--- src/rtl/stage_mem_sb.sv ---
`default_nettype none
// ============================================================================
// Module      : stage_mem_sb
// Description : Store-buffered MEM stage. It aligns stores into byte lanes and
//               queues them for background drain. Loads are forwarded from the
//               queue or read from memory, and are returned sign/zero-extended.
//               Optional macro MEM_MISALIGN_TRAP_EN flags and suppresses
//               misaligned accesses.
// Revision    : 1.0 - initial release
// ============================================================================
module stage_mem_sb #(
    parameter int XLEN     = 32,
    parameter int SB_DEPTH = 4,
    parameter int ADDR_W   = 32
) (
    input  logic                clk,
    input  logic                rstn,
    input  logic                me_valid,
    input  logic                me_mem_read,
    input  logic                me_mem_write,
    input  logic [2:0]          me_func3_code,
    input  logic [ADDR_W-1:0]   me_alu_o,
    input  logic [XLEN-1:0]     me_regs_data2,
    input  logic                forward_data,
    input  logic [XLEN-1:0]     w_regs_data,
    input  logic                me_fence,
    output logic                me_stall,
    output logic                me_load_valid,
    output logic [XLEN-1:0]     me_load_data,
    output logic                me_misalign,
    output logic                dm_req,
    output logic                dm_we,
    output logic [XLEN/8-1:0]   dm_be,
    output logic [ADDR_W-1:0]   dm_addr,
    output logic [XLEN-1:0]     dm_wdata,
    input  logic                dm_gnt,
    input  logic                dm_rvalid,
    input  logic [XLEN-1:0]     dm_rdata
);

    localparam int NB   = XLEN / 8;
    localparam int OFFW = $clog2(NB);
    localparam int PW   = $clog2(SB_DEPTH);
    localparam int CW   = PW + 1;

    typedef enum logic [1:0] {
        S_IDLE    = 2'd0,
        S_LD_REQ  = 2'd1,
        S_LD_WAIT = 2'd2
    } state_t;

    state_t            r_state, w_state_nxt;
    logic [PW-1:0]     r_head, r_tail;
    logic [CW-1:0]     r_count;
    logic [ADDR_W-1:0] r_sb_addr [SB_DEPTH];
    logic [NB-1:0]     r_sb_be   [SB_DEPTH];
    logic [XLEN-1:0]   r_sb_data [SB_DEPTH];

    logic [OFFW-1:0]   w_off, w_mask, w_lane;
    logic [NB-1:0]     w_be_base, w_be;
    logic [XLEN-1:0]   w_st_data, w_st_lanes;
    logic [XLEN-1:0]   w_raw, w_sh, w_ext_mask, w_ext;
    logic              w_sign, w_sz_ok, w_mis, w_acc_ok;
    logic [ADDR_W-1:0] w_word_addr;
    logic              w_ld, w_st, w_full, w_fence_hold;
    logic              w_hit, w_fwd, w_ld_issue, w_drain, w_ld_done;
    logic              w_push, w_pop;
    logic [PW-1:0]     w_hit_idx;

    // Lane alignment: low offset bits below the access size are dropped.
    always_comb begin
        w_off     = me_alu_o[OFFW-1:0];
        w_st_data = forward_data ? w_regs_data : me_regs_data2;
        w_sz_ok   = 1'b1;
        case (me_func3_code[1:0])
            2'b00: begin
                w_mask = '0;          w_be_base = NB'(1);
                w_st_lanes = {NB{w_st_data[7:0]}};
            end
            2'b01: begin
                w_mask = OFFW'(1);    w_be_base = NB'(3);
                w_st_lanes = {(NB/2){w_st_data[15:0]}};
            end
            2'b10: begin
                w_mask = OFFW'(3);    w_be_base = NB'(15);
                w_st_lanes = {(NB/4){w_st_data[31:0]}};
            end
            default: begin
                w_mask = '1;          w_be_base = '1;
                w_st_lanes = w_st_data;
                w_sz_ok = (XLEN == 64);
            end
        endcase
        w_lane = w_off & ~w_mask;
        w_be   = w_be_base << w_lane;
    end

    assign w_word_addr = {me_alu_o[ADDR_W-1:OFFW], {OFFW{1'b0}}};

`ifdef MEM_MISALIGN_TRAP_EN
    assign w_mis    = me_valid & (me_mem_read | me_mem_write) & ((|(w_off & w_mask)) | ~w_sz_ok);
    assign w_acc_ok = ~w_mis;
`else
    assign w_mis    = 1'b0;
    assign w_acc_ok = w_sz_ok;
`endif

    assign w_ld         = me_valid & me_mem_read  & w_acc_ok;
    assign w_st         = me_valid & me_mem_write & w_acc_ok;
    assign w_full       = (r_count == CW'(SB_DEPTH));
    assign w_fence_hold = me_fence & (r_count != '0);

    // Scan oldest to youngest so the last match is the youngest overlap.
    always_comb begin
        w_hit     = 1'b0;
        w_hit_idx = r_head;
        for (int i = 0; i < SB_DEPTH; i++) begin
            if ((CW'(i) < r_count) &&
                (r_sb_addr[r_head + PW'(i)] == w_word_addr) &&
                (|(r_sb_be[r_head + PW'(i)] & w_be))) begin
                w_hit     = 1'b1;
                w_hit_idx = r_head + PW'(i);
            end
        end
    end

    assign w_fwd      = w_hit & ((r_sb_be[w_hit_idx] & w_be) == w_be);
    assign w_ld_issue = ((r_state == S_IDLE) & w_ld & ~w_hit) | (r_state == S_LD_REQ);
    assign w_drain    = (r_state == S_IDLE) & ~w_ld_issue & (r_count != '0);
    assign w_ld_done  = ((r_state == S_LD_WAIT) & dm_rvalid) |
                        ((r_state == S_IDLE) & w_ld & w_fwd);
    assign w_push     = w_st & ~w_full & ~w_fence_hold;
    assign w_pop      = w_drain & dm_gnt;

    // Result extension: mask to the access width, then fill with the sign bit.
    always_comb begin
        w_raw = (r_state == S_LD_WAIT) ? dm_rdata : r_sb_data[w_hit_idx];
        w_sh  = w_raw >> {w_lane, 3'b000};
        case (me_func3_code[1:0])
            2'b00:   begin w_ext_mask = XLEN'(8'hFF);         w_sign = w_sh[7];  end
            2'b01:   begin w_ext_mask = XLEN'(16'hFFFF);      w_sign = w_sh[15]; end
            2'b10:   begin w_ext_mask = XLEN'(32'hFFFF_FFFF); w_sign = w_sh[31]; end
            default: begin w_ext_mask = '1;                   w_sign = 1'b0;     end
        endcase
        w_ext = (w_sh & w_ext_mask) | ((w_sign & ~me_func3_code[2]) ? ~w_ext_mask : '0);
    end

    always_comb begin
        w_state_nxt = r_state;
        case (r_state)
            S_IDLE:    if (w_ld & ~w_hit) w_state_nxt = dm_gnt ? S_LD_WAIT : S_LD_REQ;
            S_LD_REQ:  if (dm_gnt)        w_state_nxt = S_LD_WAIT;
            S_LD_WAIT: if (dm_rvalid)     w_state_nxt = S_IDLE;
            default:                      w_state_nxt = S_IDLE;
        endcase
    end

    always_ff @(posedge clk) begin
        if (!rstn) begin
            r_state <= S_IDLE;
            r_head  <= '0;
            r_tail  <= '0;
            r_count <= '0;
        end else begin
            r_state <= w_state_nxt;
            if (w_push) begin
                r_sb_addr[r_tail] <= w_word_addr;
                r_sb_be[r_tail]   <= w_be;
                r_sb_data[r_tail] <= w_st_lanes;
                r_tail            <= r_tail + 1'b1;
            end
            if (w_pop) begin
                r_head <= r_head + 1'b1;
            end
            r_count <= r_count + CW'(w_push) - CW'(w_pop);
        end
    end

    always_comb begin
        me_stall      = 1'b0;
        me_load_valid = 1'b0;
        me_load_data  = '0;
        me_misalign   = 1'b0;
        dm_req        = 1'b0;
        dm_we         = 1'b0;
        dm_be         = '0;
        dm_addr       = '0;
        dm_wdata      = '0;
        if (rstn) begin
            me_misalign   = w_mis;
            me_load_valid = w_ld_done;
            me_load_data  = w_ld_done ? w_ext : '0;
            me_stall      = me_valid & ((w_st & w_full) | (w_ld & ~w_ld_done) | w_fence_hold);
            if (w_drain) begin
                dm_req   = 1'b1;
                dm_we    = 1'b1;
                dm_be    = r_sb_be[r_head];
                dm_addr  = r_sb_addr[r_head];
                dm_wdata = r_sb_data[r_head];
            end else if (w_ld_issue) begin
                dm_req   = 1'b1;
                dm_be    = w_be;
                dm_addr  = w_word_addr;
            end
        end
    end

endmodule
`default_nettype wire

--- config.mk ---
export PLATFORM = sky130hd
export DESIGN_NAME = stage_mem_sb
export DESIGN_NICKNAME = d
export VERILOG_FILES = /design/src/rtl/stage_mem_sb.sv
export SDC_FILE = /design/constraint.sdc
export NUM_CORES = 1
export LEC_CHECK = 0
export ABC_AREA = 1
export CAP_MARGIN = 40
export CORE_MARGIN = 4
export CORE_UTILIZATION = 49
export DETAILED_ROUTE_END_ITERATION = 8
export DONT_BUFFER_PORTS = 1
export MAX_ROUTING_LAYER = met4
export SLEW_MARGIN = 20
export SYNTH_ARGS = -nofsm -noshare
export SYNTH_HDL_FRONTEND = slang
export SYNTH_SLANG_ARGS = --single-unit
--- constraint.sdc ---
create_clock -name clk -period 5.3 [get_ports clk]
set_input_delay 0.795 -clock clk [delete_from_list [all_inputs] [get_ports clk]]
set_output_delay 0.795 -clock clk [all_outputs]
set_load 0.02 [all_outputs]
==> key figures, run 1 <==
Outcome
  • Outcome: finished, violations left
  • Violated checks: setup timing

Route
  • Number of vias per cell: 6.08
  • Final wirelength: 79600 um
  • Iter 0 DRT Violations: 2382
  • DR WL/cell: 23.8 um
  • Pre-antenna DRT Iters: 8
  • # DRC: 0
  • Post-DRT Antenna Nets: 0
  • Total number of vias: 20300

Setup path
  • Crit path buf inv count: 6
  • Critical path class: reg -> out
  • Crit-path max cell delay: 0.43 ns
  • Crit path max-delay family: simple AND/OR/NAND/NOR gates
  • Critical path launch point type: register
  • Data required, critical path: 4.51 ns
  • CP arrival: 4.51 ns
  • Worst Setup End Kind: output pin
  • Worst Path Max Fanout: 28
  • Reg-to-reg setup timing slack: 0.99 ns
  • CP dominant cell by count: nand2_1
  • Crit-path slowest cell: dfxtp_4

Clock tree
  • Hold buffers post-CTS: 0
  • H-tree depth: 2
  • Clk pin slew, worst setup/hold paths: 0.06 ns
  • Root Driver: clkbuf_16
  • Clock sink total: 275
  • Worst-case clock buffer depth: 3
  • Clk_lat worst skew: 0.57 ns
  • CTS Buf Count: 34
  • CTS tree: built

Layout
  • Fillcell total: 3466
  • Nets: 2959
  • Most frequent cells in the layout: nand2_1, edfxtp_1, nand3_1
  • Area growth syn-to-layout: 23.7%
  • Commonest non-fill, non-tap cell in the layout: nand2_1
  • Ratio of cells with drive above 1 in the final layout: 17.2%
  • N_diodes: 0

Floorplanning
  • Core region area: 38000 um2
  • Initial Util: 50.1%
  • IO Pins: 245
  • Die height: 205 um
  • Die area: 42100 um2
  • Die X: 205 um
  • Row cnt: 71

Synth
  • Async set or reset register ratio after synthesis: 0%
  • Top cell type by total area after synthesis: edfxtp_1
  • Post-synth cell types: 48
  • Largest cells by area after synthesis: edfxtp_1, nand2_1, nand3_1, a21oi_1, o21ai_0
  • Post-Synthesis Cell Area: 19100 um2
  • Number of synthesized flops with an enable pin: 264
  • Yosys warning count: 0
  • Cells after Synth: 2683
  • Synth Flop Type: edfxtp_1
  • Mapped Avg Cell Area: 7.10 um2
  • Register bit total from synthesis: 275
  • Register area share after synthesis: 42.8%
  • Post-synth top area share: 41.6%

Global route
  • Overall global routing resource usage: 36.6%
  • GR Overflow Total: 0
  • First-pass GRT wire length: 114000 um
  • Initial antenna violation count: 0
  • Largest net degree at the start of global routing: 57
  • Vias in the first global route: 18800

Power and ir drop
  • Leak Pwr: 10.4 nW
  • Cell Pwr Density: 460 nW/um2
  • Total power: 0.0108 W
  • Max rail drop VDD: 0.000226 V

STA
  • Slew @ Worst Pin: 0.925 ns
  • Ratio of final minimum period to clock period: 100%
  • RSZ-0062 raised after global routing: true
  • Fmax: 0.188 GHz
  • Final Hold Viols: 0
  • Crit path time final: 5.31 ns
  • Setup Skew: 0.0268 ns
  • Rel. slew slack: 38.3%
  • Final Max Slew Viols: 0
  • Final-report setup violation count: 1
  • Worst Slack Setup Final: -0.00534 ns

Placed design
  • DP HPWL: 53200 um
  • Port Buf Inserts: 0
  • Pre-CTS worst setup slack: -0.0187 ns
  • GP Congestion: 0.966

Worst hold path
  • Worst Hold Class: in -> reg

Run
  • Max-cap check violation count: 0
-- power by group --
part	total, W	internal, W	switching, W	leakage [nW]
sequential	0.00256	0.00249	0.0000717	2.47
clock	0.00237	0.00139	0.000982	0.541
combinational	0.00591	0.00209	0.00381	7.35
total	0.0108	0.00597	0.00487	10.4
-- Yosys cell counts, types with 5 or more instances --
cell type,n
a21oi_2,14
buf_4,17
dfxtp_1,11
nand3_1,272
or2_2,10
nor4_1,5
a32o_1,5
buf_2,39
o21ai_1,20
nand2_1,1166
edfxtp_1,264
buf_6,15
inv_2,5
o211ai_1,15
mux2i_1,8
o221ai_1,13
nand2_2,5
nor2_1,162
a221oi_1,27
a21oi_1,136
nand4_1,9
clkbuf_1,76
buf_1,9
o21ai_0,136
ha_1,8
a211oi_1,6
inv_1,132
o22ai_1,42
xor2_1,22
-- logic make-up after synthesis --
group / synth area share (%)
AOI/OAI and AO/OA: 13.2
xor gates and xnor gates: 1.01
adders and majority gates: 0.631
buffers and inverters: 7.01
DFF: 42.8
muxes: 0.420
other: 0.0197
and+or+nand+nor: 34.9
-- what timing repair did --
| action | CTS | global route |
|---|---|---|
| endpoints found under the setup margin | 70 | 96 |
| gates cloned | 10 | 19 |
| pin swaps | 20 | 52 |
| setup buffers | 14 | 11 |
| gates resized for setup | 86 | 166 |
-- worst paths after layout --
path | start | end | cells past startpoint
worst max-delay path | r_head[1] | me_load_data[4] | 27
worst min-delay path | me_alu_o[25] | r_sb_addr[1][23] | 0
worst max register to register | r_head[0] | r_count[2] | 29
worst min register to register | r_state[1] | r_state[0] | 1
-- metal layers --
layer  routed length [um]  GRT usage [%]
met1                29200           45.0
met4                 4860           16.2
met3                 8290           6.15
met2                37200           59.8
met5                    0              -
-- worst reg2reg max path: cells and delay by family, from the launching register on --
family / cells / cell delay (ns)
simple gates: 15 / 1.56
flops: 1 / 0.44
fa+ha+maj: 3 / 0.85
buf+inv: 10 / 1.20
xor+xnor: 1 / 0.15
-- layout make-up --
type	count	area [um2]	area share (%)
multi-input combinational	2115	10300	43.7
sequential	275	8160	34.6
timing repair buffer	244	2780	11.8
clock buffer	41	877	3.72
tap	511	639	2.71
inverter	140	568	2.41
clock inverter	21	239	1.01
-- metrics by stage --
stage	cells	setup TNS [ns]	hold slack (ns)	util [%]	area (um2)
CTS	3318	-0.0140	0.309	59.1	22500
detailed placement	3232	-0.0187	0.492	54.3	20700
floorplan	2685	0	0.449	-	19100
global route	3347	-2.81	0.312	62.0	23600
global placement	3226	-0.0303	0.466	54.1	20600
finish	3347	-0.00534	0.322	62.0	23600
-- flip-flops by register name (all words and copies together) (netlist names), named ones only --
name	cells
r_tail	2
r_count	3
r_sb_be	16
r_sb_data	128
r_state	2
r_head	2
r_sb_addr	120
Power figures use the tool's default switching activity.
==> run 2, diff against run 1 <==
--- a/config.mk
+++ b/config.mk
@@ -7,11 +7,15 @@
 export LEC_CHECK = 0
 export ABC_AREA = 1
 export CAP_MARGIN = 40
+export CELL_PAD_IN_SITES_DETAIL_PLACEMENT = 1
+export CELL_PAD_IN_SITES_GLOBAL_PLACEMENT = 1
 export CORE_MARGIN = 4
-export CORE_UTILIZATION = 49
+export CORE_UTILIZATION = 47
 export DETAILED_ROUTE_END_ITERATION = 8
 export DONT_BUFFER_PORTS = 1
 export MAX_ROUTING_LAYER = met4
+export PLACE_DENSITY = 0.82
+export SKIP_CTS_REPAIR_TIMING = 1
 export SLEW_MARGIN = 20
 export SYNTH_ARGS = -nofsm -noshare
 export SYNTH_HDL_FRONTEND = slang
==> key figures, run 2 (synthesized netlist as in run 1, its figures left out) <==
STA
  • Final Hold Viols: 0 (unchanged)
  • Setup Skew: 0.0293 ns (was 0.0268 ns)
  • Crit path time final: 5.83 ns (was 5.31 ns)
  • Final-report setup violation count: 35 (was 1)
  • Worst Slack Setup Final: -0.531 ns (was -0.00534 ns)
  • Hold Slack: 0.281 ns (was 0.322 ns)
  • RSZ-0062 raised after global routing: true (unchanged)
  • Final Max Slew Viols: 0 (unchanged)
  • Slew @ Worst Pin: 0.992 ns (was 0.925 ns)
  • Rel. slew slack: 33.8% (was 38.3%)
  • Setup_tns: -15.98 ns (was -0.00534 ns)
  • Ratio of final minimum period to clock period: 110% (was 100%)
  • Fmax: 0.172 GHz (was 0.188 GHz)

Global route
  • GR Overflow Total: 0 (unchanged)
  • Largest net degree at the start of global routing: 93 (was 57)
  • Initial antenna violation count: 1 (was 0)
  • Overall global routing resource usage: 36.5% (was 36.6%)
  • First-pass GRT wire length: 122000 um (was 114000 um)
  • Vias in the first global route: 20700 (was 18800)

Worst hold path
  • Worst Hold Class: in -> reg (unchanged)

Floorplanning
  • IO Pins: 245 (unchanged)
  • Die X: 209 um (was 205 um)
  • Row cnt: 73 (was 71)
  • Die height: 209 um (was 205 um)
  • Core region area: 39900 um2 (was 38000 um2)
  • Die area: 43800 um2 (was 42100 um2)
  • Initial Util: 47.7% (was 50.1%)

Route
  • Pre-antenna DRT Iters: 6 (was 8)
  • Met3 wire len: 8710 um (was 8290 um)
  • Final wirelength: 94200 um (was 79600 um)
  • # DRC: 0 (unchanged)
  • Total number of vias: 21900 (was 20300)
  • Iter 0 DRT Violations: 2505 (was 2382)
  • Number of vias per cell: 6.49 (was 6.08)
  • Post-DRT Antenna Nets: 0 (unchanged)
  • DR WL met2: 44500 um (was 37200 um)
  • Met1 wire length: 33900 um (was 29200 um)
  • DR top layer: met4 (unchanged)
  • DR WL/cell: 27.9 um (was 23.8 um)

Outcome
  • Outcome: finished, violations left (unchanged)
  • Violated checks: setup timing (unchanged)

Setup path
  • Data required, critical path: 4.51 ns (about the same)
  • Critical path launch point type: register (unchanged)
  • CP arrival: 5.04 ns (was 4.51 ns)
  • Critical path class: reg -> out (unchanged)
  • CP dominant cell by count: nand2_2 (was nand2_1)
  • Worst Path Max Fanout: 8 (was 28)
  • Crit-path slowest cell: dfxtp_4 (unchanged)
  • Crit path max-delay family: simple AND/OR/NAND/NOR gates (unchanged)
  • Crit path buf inv count: 7 (was 6)
  • Worst Setup End Kind: output pin (unchanged)
  • Reg-to-reg setup timing slack: 0.69 ns (was 0.99 ns)
  • Crit-path max cell delay: 0.46 ns (was 0.43 ns)

Clock tree
  • H-tree depth: 1 (was 2)
  • Root Driver: clkbuf_16 (unchanged)
  • Clock sink total: 275 (unchanged)
  • Clk pin slew, worst setup/hold paths: 0.07 ns (was 0.06 ns)
  • Clk_lat worst skew: 0.61 ns (was 0.57 ns)
  • CTS tree: built (unchanged)
  • CTS Buf Count: 31 (was 34)
  • Worst-case clock buffer depth: 3 (unchanged)

Layout
  • Most frequent cells in the layout: nand2_1, edfxtp_1, nand3_1 (unchanged)
  • Nets: 2974 (was 2959)
  • Top Registers: r_sb_data x128, r_sb_addr x120, r_sb_be x16 (unchanged)
  • Biggest register: r_sb_data (unchanged)
  • Largest register FFs: 128 (unchanged)
  • Non-filler cells in the finished layout: 3376 (was 3347)
  • Area growth syn-to-layout: 25.8% (was 23.7%)
  • Commonest non-fill, non-tap cell in the layout: nand2_1 (unchanged)
  • Ratio of cells with drive above 1 in the final layout: 21.0% (was 17.2%)

Placed design
  • Dpl cells: 3236 (was 3232)
  • DP HPWL: 57500 um (was 53200 um)
  • Pre-CTS worst setup slack: 0.206 ns (was -0.0187 ns)
  • Port Buf Inserts: 0 (unchanged)
  • GP Congestion: 0.958 (was 0.966)

Power and ir drop
  • Max rail drop VDD: 0.000281 V (was 0.000226 V)
  • Leak Pwr: 10.5 nW (was 10.4 nW)
  • Cell Pwr Density: 466 nW/um2 (was 460 nW/um2)

Run
  • Max-cap check violation count: 0 (unchanged)
[run 2: worst paths after layout]
kind,from,to,cells after the start
hold / removal,me_alu_o[31],r_sb_addr[3][29],0
hold reg to reg,r_state[1],r_state[0],1
setup / recovery,r_head[0],me_load_data[17],29
setup reg to reg,r_head[0],r_count[2],23
[run 2: layout make-up]
cell class | instances | area [um2]
diodes | 1 | 2.50
clock buffers | 38 | 802
clock inverters | 20 | 125
fillers | 4862 | 16000
inverters | 140 | 559
multi-input cells | 2115 | 10700
flip-flops and latches | 275 | 8160
well taps | 525 | 657
repair buffers | 261 | 2930
repair inverters | 1 | 20.0
[run 2: metrics by stage]
| step | util [%] | total power (W) | instance area, um2 |
|---|---|---|---|
| CTS | 53.9 | 0.00955 | 21500 |
| global placement | 51.5 | 0.00734 | 20600 |
| floorplan | - | 0.00572 | 19100 |
| detailed placement | 51.5 | 0.00750 | 20600 |
| finish | 60.0 | 0.0112 | 24000 |
| global route | 60.0 | 0.0116 | 24000 |
[run 2: power breakdown]
group	internal [W]	switching (W)	leakage, nW	total [W]
registers	0.00249	0.0000851	2.47	0.00257
logic	0.00219	0.00432	7.54	0.00651
clock network	0.00112	0.000950	0.457	0.00207
total	0.00580	0.00536	10.5	0.0112
[run 2: per-layer routing]
| metal | GRT usage, % | up-vias |
|---|---|---|
| met3 | 4.81 | 416 |
| met4 | 15.3 | 0 |
| li1 | - | 9297 |
| met2 | 62.4 | 1488 |
| met1 | 43.8 | 10700 |
| met5 | - | - |
[run 2: worst register-to-register path: cells and delay by family (launching register included)]
family / cells / cell delay [ns]
and+or+nand+nor: 13 / 1.74
DFF: 1 / 0.41
xor gates and xnor gates: 1 / 0.21
buffers and inverters: 5 / 0.67
AOI/OAI and AO/OA: 1 / 0.49
adders and majority gates: 3 / 0.92
